### src/rtl/fifo_wr_arbiter.sv
// rtl/fifo_wr_arbiter.sv - round-robin packet-locking arbiter for a shared FIFO write port
module fifo_wr_arbiter #(
    parameter int N_REQ      = 4,
    parameter int DATA_WIDTH = 8,
    parameter int ID_WIDTH   = $clog2(N_REQ)
) (
    input  logic                        clk,
    input  logic                        rst,
    input  logic [N_REQ-1:0]            req_valid_i,
    input  logic [N_REQ-1:0]            req_last_i,
    input  logic [N_REQ*DATA_WIDTH-1:0] req_data_i,
    output logic [N_REQ-1:0]            req_ready_o,
    input  logic                        fifo_full_i,
    input  logic                        fifo_almost_full_i,
    output logic                        fifo_wr_valid_o,
    output logic [DATA_WIDTH-1:0]       fifo_data_o,
    output logic [N_REQ-1:0]            grant_o,
    output logic [ID_WIDTH-1:0]         grant_id_o,
    output logic                        locked_o
);
    typedef enum logic {
        IDLE   = 1'b0,
        LOCKED = 1'b1
    } state_t;

    state_t                state;
    state_t                state_next;
    logic [ID_WIDTH-1:0]   rr_ptr;
    logic [ID_WIDTH-1:0]   rr_ptr_next;
    logic [ID_WIDTH-1:0]   owner;
    logic [ID_WIDTH-1:0]   owner_next;
    logic [ID_WIDTH-1:0]   id_hold;
    logic                  can_issue;
    logic                  rr_found;
    logic [ID_WIDTH-1:0]   rr_id;
    logic                  sel_found;
    logic [ID_WIDTH-1:0]   sel_id;
    logic [ID_WIDTH-1:0]   sel_id_inc;
    logic                  accept;
    logic                  sel_last;
    logic [DATA_WIDTH-1:0] sel_data;

    // The output register may already hold a write; with the FIFO one slot from
    // full that write will fill it, so nothing new may be issued this cycle.
    assign can_issue = !fifo_full_i && !(fifo_wr_valid_o && fifo_almost_full_i);

    // Rotating-priority search starting at rr_ptr; wrap uses a compare so any N_REQ works
    always_comb begin
        int cand;
        cand     = 0;
        rr_found = 1'b0;
        rr_id    = rr_ptr;
        for (int i = 0; i < N_REQ; i++) begin
            cand = int'(rr_ptr) + i;
            if (cand >= N_REQ) begin
                cand = cand - N_REQ;
            end
            if (!rr_found && req_valid_i[cand]) begin
                rr_found = 1'b1;
                rr_id    = ID_WIDTH'(cand);
            end
        end
    end

    // A locked packet owner keeps the grant even while its valid is low
    always_comb begin
        sel_found = rr_found;
        sel_id    = rr_id;
        if (state == LOCKED) begin
            sel_found = 1'b1;
            sel_id    = owner;
        end
    end

    // One-hot grant and the single ready bit; both are masked while in reset
    always_comb begin
        grant_o     = '0;
        req_ready_o = '0;
        if (!rst && sel_found) begin
            grant_o[sel_id]     = 1'b1;
            req_ready_o[sel_id] = req_valid_i[sel_id] & can_issue;
        end
    end

    assign grant_id_o = (!rst && sel_found) ? sel_id : id_hold;
    assign accept     = |req_ready_o;
    assign sel_last   = req_last_i[sel_id];
    assign sel_data   = req_data_i[sel_id*DATA_WIDTH +: DATA_WIDTH];
    assign sel_id_inc = (sel_id == ID_WIDTH'(N_REQ - 1)) ? '0 : sel_id + ID_WIDTH'(1);
    assign locked_o   = (state == LOCKED);

    // Packet lock FSM: a non-last beat locks the grantee, a last beat releases and rotates
    always_comb begin
        state_next  = state;
        rr_ptr_next = rr_ptr;
        owner_next  = owner;
        if (accept) begin
            if (sel_last) begin
                state_next  = IDLE;
                rr_ptr_next = sel_id_inc;
            end else begin
                state_next = LOCKED;
                owner_next = sel_id;
            end
        end
    end

    // Arbitration state; reset drops any lock without cleaning up the partial packet
    always_ff @(posedge clk) begin
        if (rst) begin
            state   <= IDLE;
            rr_ptr  <= '0;
            owner   <= '0;
            id_hold <= '0;
        end else begin
            state   <= state_next;
            rr_ptr  <= rr_ptr_next;
            owner   <= owner_next;
            id_hold <= grant_id_o;
        end
    end

    // Single register stage towards the FIFO; data holds when no beat is accepted
    always_ff @(posedge clk) begin
        if (rst) begin
            fifo_wr_valid_o <= 1'b0;
            fifo_data_o     <= '0;
        end else begin
            fifo_wr_valid_o <= accept;
            if (accept) begin
                fifo_data_o <= sel_data;
            end
        end
    end
endmodule

### config.mk
export PLATFORM = sky130hd
export DESIGN_NAME = fifo_wr_arbiter
export DESIGN_NICKNAME = d
export VERILOG_FILES = /design/src/rtl/fifo_wr_arbiter.sv
export SDC_FILE = /design/constraint.sdc
export NUM_CORES = 1
export LEC_CHECK = 0
export CORE_ASPECT_RATIO = 0.5
export CORE_MARGIN = 5
export CORE_UTILIZATION = 41
export DETAILED_ROUTE_END_ITERATION = 8
export PLACE_DENSITY = 0.77
export SYNTH_ARGS = -nofsm -noshare
export SYNTH_HDL_FRONTEND = slang
export SYNTH_SLANG_ARGS = --single-unit
### constraint.sdc
create_clock -name clk -period 4.02 [get_ports clk]
set_input_delay 0.804 -clock clk [delete_from_list [all_inputs] [get_ports clk]]
set_output_delay 0.804 -clock clk [all_outputs]
set_load 0.01 [all_outputs]
# Word-level counts from Yosys, hierarchy flattened
# Index checks and enable logic that the tools add are counted.
[op_classes]
shifts = 1
n_addsub = 8
order_cmp = 10
bitwise = 3
n_reduce_logical = 16
n_mux = 37
n_eq_ne = 1
[op_table]
columns = ["operator", "n"]
rows = [
  ["< comparator 32 x 4 -> 1 bit (second input constant)", 4],
  ["2-to-1 mux 32 bit", 4],
  ["indexed part select 32 x 6 -> 8 bit", 1],
  ["2-to-1 mux 1 bit", 17],
  ["2-to-1 mux 2 bit", 7],
  ["binary-select mux 1 bit (select 2 bit)", 6],
  ["subtractor 3 x 3 -> 4 bit (second input constant)", 3],
  ["greater-or-equal comparator 3 bit (second input constant)", 3],
  ["2-to-1 mux 4 bit", 2],
  ["logical AND 1 bit", 7],
  ["adder 2 x 2 -> 3 bit (second input constant)", 2],
  ["zero test 1 bit", 6],
  ["bitwise AND 4 bit", 1],
  ["AND reduction 2 bit", 2],
  ["OR reduction 4 bit", 1],
  ["subtractor 2 x 3 -> 4 bit (second input constant)", 1],
  ["adder 2 x 1 -> 3 bit (second input constant)", 1],
  ["greater-or-equal comparator 2 x 3 -> 1 bit (second input constant)", 1],
  ["< comparator 2 x 3 -> 1 bit (second input constant)", 1],
  ["adder 2 x 1 -> 2 bit (second input constant)", 1],
  ["demux 1 bit (select 2 bit)", 1],
  ["equality test 2 bit (second input constant)", 1],
  ["greater-or-equal comparator 2 x 1 -> 1 bit (second input constant)", 1],
  ["bitwise AND 1 bit", 1],
  ["NOT 1 bit", 1],
]
[totals]
inputBits = 44
elab_cells = 82
ff_bits = 16
output_inout_bits = 20

# Depth between registers and ports, before layout
[logic_depth]
word_depth = 24
depth_mapped = 15
ltp_nobuf = 11

# Least setup slack after synthesis
# No wires, ideal clock.
[synth_path]
path_type = "input-to-reg"
from = "input port req_valid_i[3]"
to = "register rr_ptr[1]"
path_buffers = 2
arrival_ns = 3.427
setup_time_ns = 0.121
path_stages = 12
required_ns = 3.899
setup_slack_ns = 0.471
path_cell_list = "clkbuf_1 -> nand2b_1 -> nand3_1 -> a221oi_4 -> nor2_4 -> clkbuf_1 -> ha_1 -> nor4_1 -> a211oi_4 -> o31ai_2 -> and2b_4 -> mux2_4"
[synth_between]
elab_chain_cells = 22
elab_cells_between_ends = 46
cone_classes = "add/sub (1); order compare (2); eq/ne (1); mux (30); bitwise (2); reduce/logical (10)"
[synth_lines]
columns = ["item", "line_no", "rtl"]
rows = [
  ["from (decl)", "9", "input logic [N_REQ-1:0] req_valid_i,"],
  ["binary-select mux 1 bit (select 2 bit)", "58", "if (!rr_found && req_valid_i[cand]) begin"],
  ["2-to-1 mux 1 bit (implied by the code) (2 in series)", "58", ""],
  ["2-to-1 mux 1 bit", "58", ""],
  ["zero test 1 bit", "58", ""],
  ["logical AND 1 bit", "58", ""],
  ["2-to-1 mux 1 bit", "58", ""],
  ["zero test 1 bit", "58", ""],
  ["logical AND 1 bit", "58", ""],
  ["(+5 left out)", "n/a", ""],
  ["< comparator 2 x 3 -> 1 bit (implied by the code) or greater-or-equal comparator 2 x 1 -> 1 bit (tied branches)", "81", "req_ready_o[sel_id] = req_valid_i[sel_id] & can_issue;"],
  ["logical AND 1 bit (implied by the code)", "81", ""],
  ["2-to-1 mux 1 bit (implied by the code)", "81", ""],
  ["demux 1 bit (select 2 bit)", "81", ""],
  ["bitwise AND 4 bit (no source line)", "n/a", ""],
  ["2-to-1 mux 4 bit", "79", "if (!rst && sel_found) begin"],
  ["OR reduction 4 bit", "86", "assign accept = |req_ready_o;"],
  ["AND reduction 2 bit (no source line)", "n/a", ""],
  ["to (signal assigned)", "117", "rr_ptr <= rr_ptr_next;"],
  ["to (decl)", "28", "logic [ID_WIDTH-1:0] rr_ptr;"],
]
# Parallel ways exist; a longest one is shown, timed or not. The select of a mux whose other input is x is not followed.
# A chain may end at the register's enable or synchronous reset.

# Worst setup path in the final report
[layout_path]
from = "input port req_valid_i[1]"
to = "output port grant_o[0]"
[layout_between]
elab_chain_cells = 19
elab_cells_between_ends = 35
cone_classes = "order compare (2); mux (25); reduce/logical (8)"
[layout_lines]
columns = ["item", "line_no", "rtl"]
rows = [
  ["binary-select mux 1 bit (select 2 bit)", "58", ""],
  ["2-to-1 mux 1 bit (implied by the code) (2 in series)", "58", ""],
  ["2-to-1 mux 1 bit", "58", ""],
  ["zero test 1 bit", "58", ""],
  ["logical AND 1 bit", "58", ""],
  ["2-to-1 mux 1 bit", "58", ""],
  ["zero test 1 bit", "58", ""],
  ["logical AND 1 bit", "58", ""],
  ["(+2 left out)", "n/a", ""],
  ["logical AND 1 bit", "58", ""],
  ["2-to-1 mux 2 bit", "58", ""],
  ["2-to-1 mux 2 bit", "69", "if (state == LOCKED) begin"],
  ["< comparator 2 x 3 -> 1 bit (implied by the code) or greater-or-equal comparator 2 x 1 -> 1 bit (tied branches)", "80", "grant_o[sel_id] = 1'b1;"],
  ["logical AND 1 bit (implied by the code)", "80", ""],
  ["2-to-1 mux 1 bit (implied by the code)", "80", ""],
  ["demux 1 bit (select 2 bit)", "80", ""],
  ["2-to-1 mux 4 bit *", "79", ""],
  ["to (decl)", "17", "output logic [N_REQ-1:0] grant_o,"],
]
# Every way passes the cells marked *; elsewhere a longest branch is shown, timed or not. The select of a mux whose other input is x is not followed.

==> impl_metrics.env <==
export IMPL_layout_common_cells="clkdlybuf4s50_1 (54), buf_4 (40), nand2_1 (28), dfxtp_1 (16)"
export IMPL_r2r_start="rr_ptr[0]$_SDFFE_PP0P_"
export IMPL_core_area_sq_um=3100
export IMPL_synth_edff_count=0
export IMPL_hold_path_cell_count=2
export IMPL_nFillCells=222
export IMPL_status="completed"
export IMPL_finalSetupTns_ps=0
export IMPL_synth_nets=222
export IMPL_crit_fanout=7
export IMPL_nets=316
export IMPL_cts_buffers=3
export IMPL_clk_latency_ps=260
export IMPL_antenna_found_initial=0
export IMPL_ys_types=44
export IMPL_hold_slack_ps=460.5
export IMPL_via_count=1753
export IMPL_final_common_cell="clkdlybuf4s50_1"
export IMPL_path_class="input port to primary output"
export IMPL_layout_drive_gt1_share=0.2322
export IMPL_avgSynthCellArea_sq_um=7.874
export IMPL_slew_viol_final=0
export IMPL_io_pins=64
export IMPL_worstPathRequired_ps=3220
export IMPL_slew_headroom=0.7115
export IMPL_tightestPinTransition_ps=432.2
export IMPL_htree_levels=1
export IMPL_p_per_area_nw_per_um2=291.3
export IMPL_yosysSeqAreaShare=0.2338
export IMPL_die_w_um=91.75
export IMPL_wl_per_cell_um=16.93
export IMPL_drt_wl_total_um=5196
export IMPL_period_share=0.9676
export IMPL_die_h_um=50.88
export IMPL_drt_pass1_iter_count=4
export IMPL_setup_viol=0
export IMPL_ys_flop_type="dfxtp_1"
export IMPL_dpl_cell_area_sq_um=2186
export IMPL_r2r_cells=16
export IMPL_rsz0062_at_grt="false"
export IMPL_final_setup_skew_ps=2.846
export IMPL_drtIter0Drc=124
export IMPL_ant_nets=0
export IMPL_min_to="fifo_data_o[6]$_SDFFE_PP0P_"
export IMPL_fp_row_count=14
export IMPL_async_flop_share=0
export IMPL_design_area_sq_um=2338
export IMPL_start_util=0.4419
export IMPL_timing_reg2reg_setup_slack_ps=600
export IMPL_grt_max_degree=21
export IMPL_startpoint_type="input port"
export IMPL_p_leak_nw=1.026
export IMPL_dieArea_sq_um=4668
export IMPL_grt_pass1_vias=1703
export IMPL_maxCapViolations=0
export IMPL_io_buffers=63
export IMPL_period_minus_slack_ps=3890
export IMPL_fmax_mhz=257.1
export IMPL_r2r_end="owner[0]$_SDFFE_PP0P_"
export IMPL_syn_to_final_growth_pct=70.68
export IMPL_grt_overflow_total=0
export IMPL_irDropWorstVdd_uv=160.7
export IMPL_cts_tree="built"
export IMPL_synth_seq_cells=16
export IMPL_route_detailed_drc=0
export IMPL_grt_use_total=0.2206
export IMPL_cts_root_buf="clkbuf_8"
export IMPL_power_mw=0.6813
export IMPL_timing_hold_violations_final=0
export IMPL_clk_pin_slew_worst_paths_ps=70
export IMPL_gp_congestion=0.8600
export IMPL_cts_sinks=16
export IMPL_clock_path_buffers=2
export IMPL_dp_hpwl_um=3598
export IMPL_end_kind="primary output"
export IMPL_syn_inst=174
export IMPL_grt_pass1_wl_um=8155
export IMPL_worst_hold_startpoint="fifo_data_o[6]$_SDFFE_PP0P_"
export IMPL_synth_area_sq_um=1370
export IMPL_worstPathArrival_ps=3090
export IMPL_worstHoldPathType="flip-flop to flip-flop"
export IMPL_yosysWarnings=0
export IMPL_n_antenna_cell=0
export IMPL_vias_per_cell=5.710
## synth_stat cells, types with 2 or more instances
library cell / number / area share
a311o_1: 8 / 0.058
nor2b_1: 5 / 0.023
a21oi_1: 13 / 0.047
o21ai_0: 10 / 0.037
clkbuf_1: 7 / 0.019
nand2_1: 28 / 0.077
mux2i_1: 2 / 0.015
or3_1: 2 / 0.0091
buf_6: 3 / 0.025
ha_1: 4 / 0.037
nor2_1: 4 / 0.011
nor4_1: 2 / 0.0091
inv_1: 5 / 0.014
dfxtp_1: 16 / 0.23
buf_2: 3 / 0.011
a221o_1: 3 / 0.022
inv_2: 2 / 0.0055
and3_1: 12 / 0.055
a21oi_2: 2 / 0.013
nand3_1: 10 / 0.037
nand2b_1: 3 / 0.014
nor3_1: 4 / 0.015
and2_1: 5 / 0.023
## layout make-up
type,instances,area (sq um),area share
tap,40,50.05,0.02140
sequential,16,320.3,0.1370
timing repair buffer,103,927.1,0.3965
inverter,7,30.03,0.01284
multi-input combinational,137,955.9,0.4088
clock buffer,4,55.05,0.02354
## routing by layer
| metal | vias up | global-route usage | wire, um |
|---|---|---|---|
| met4 | 0 | 0.1034 | 129 |
| met2 | 83 | 0.3543 | 2408 |
| met1 | 832 | 0.2882 | 2307 |
| met5 | - | 0 | 0 |
| met3 | 14 | 0.04692 | 350 |
| li1 | 824 | - | - |
## critical path, stage by stage
cell             delay [ps]
clkdlybuf4s50_1         420
buf_4                   170
a311oi_2                230
buf_4                   170
a221oi_4                 60
buf_4                   170
nor2_4                  180
ha_1                    210
and2_1                  140
clkdlybuf4s50_1         540
## registers in the layout, indices dropped and copies added (netlist names)
register / cells
rr_ptr: 2
fifo_data_o: 8
locked_o: 1
id_hold: 2
fifo_wr_valid_o: 1
owner: 2
## timing repair
action,in CTS,in global routing
pin swaps,4,1
endpoints found under the setup margin,10,6
hold buffers,0,0
buffers inserted,10,1
gates resized for setup,8,5
## power breakdown
| part | internal, mW | switching, mW |
|---|---|---|
| Sequential | 0.172 | 0.0150 |
| Clock | 0.0872 | 0.0650 |
| Combinational | 0.189 | 0.153 |
## cell families (layout without fill, tap and decap cells)
| family | Yosys count | in the layout | share of synthesized area |
|---|---|---|---|
| AND/OR/NAND/NOR | 80 | 80 | 0.3078 |
| AO/OA/AOI/OAI | 48 | 48 | 0.2813 |
| buffers and inverters | 21 | 114 | 0.07946 |
| flip-flops | 16 | 16 | 0.2338 |
| multiplexers | 5 | 5 | 0.06119 |
| adder cells (fa/ha/maj) | 4 | 4 | 0.03653 |
## worst max-delay path by stage
| stage | start | end | slack, ps | cells after the start |
|---|---|---|---|---|
| floorplan | req_valid_i[3] | rr_ptr[1]$_SDFFE_PP0P_ | 470 | 12 |
| finish | req_valid_i[1] | grant_o[0] | 130 | 10 |
| CTS | req_valid_i[1] | grant_id_o[0] | 50 | 9 |
| detailed placement | req_valid_i[2] | req_ready_o[1] | -210 | 8 |
| global placement | req_valid_i[2] | req_ready_o[3] | -120 | 8 |
| global route | req_valid_i[1] | grant_id_o[0] | 6 | 9 |
## metrics by stage
step / instances / worst slack (ps) / util
6_report: 307 / 130.3 / 0.7542
5_1_grt: 307 / 6.019 / 0.7542
4_1_cts: 306 / 47.42 / 0.7458
3_5_place_dp: 292 / -212.6 / 0.7050
3_3_place_gp: 292 / -118.9 / 0.7050
2_1_floorplan: 174 / 471.5 / -
(Power assumes the default switching activity.)
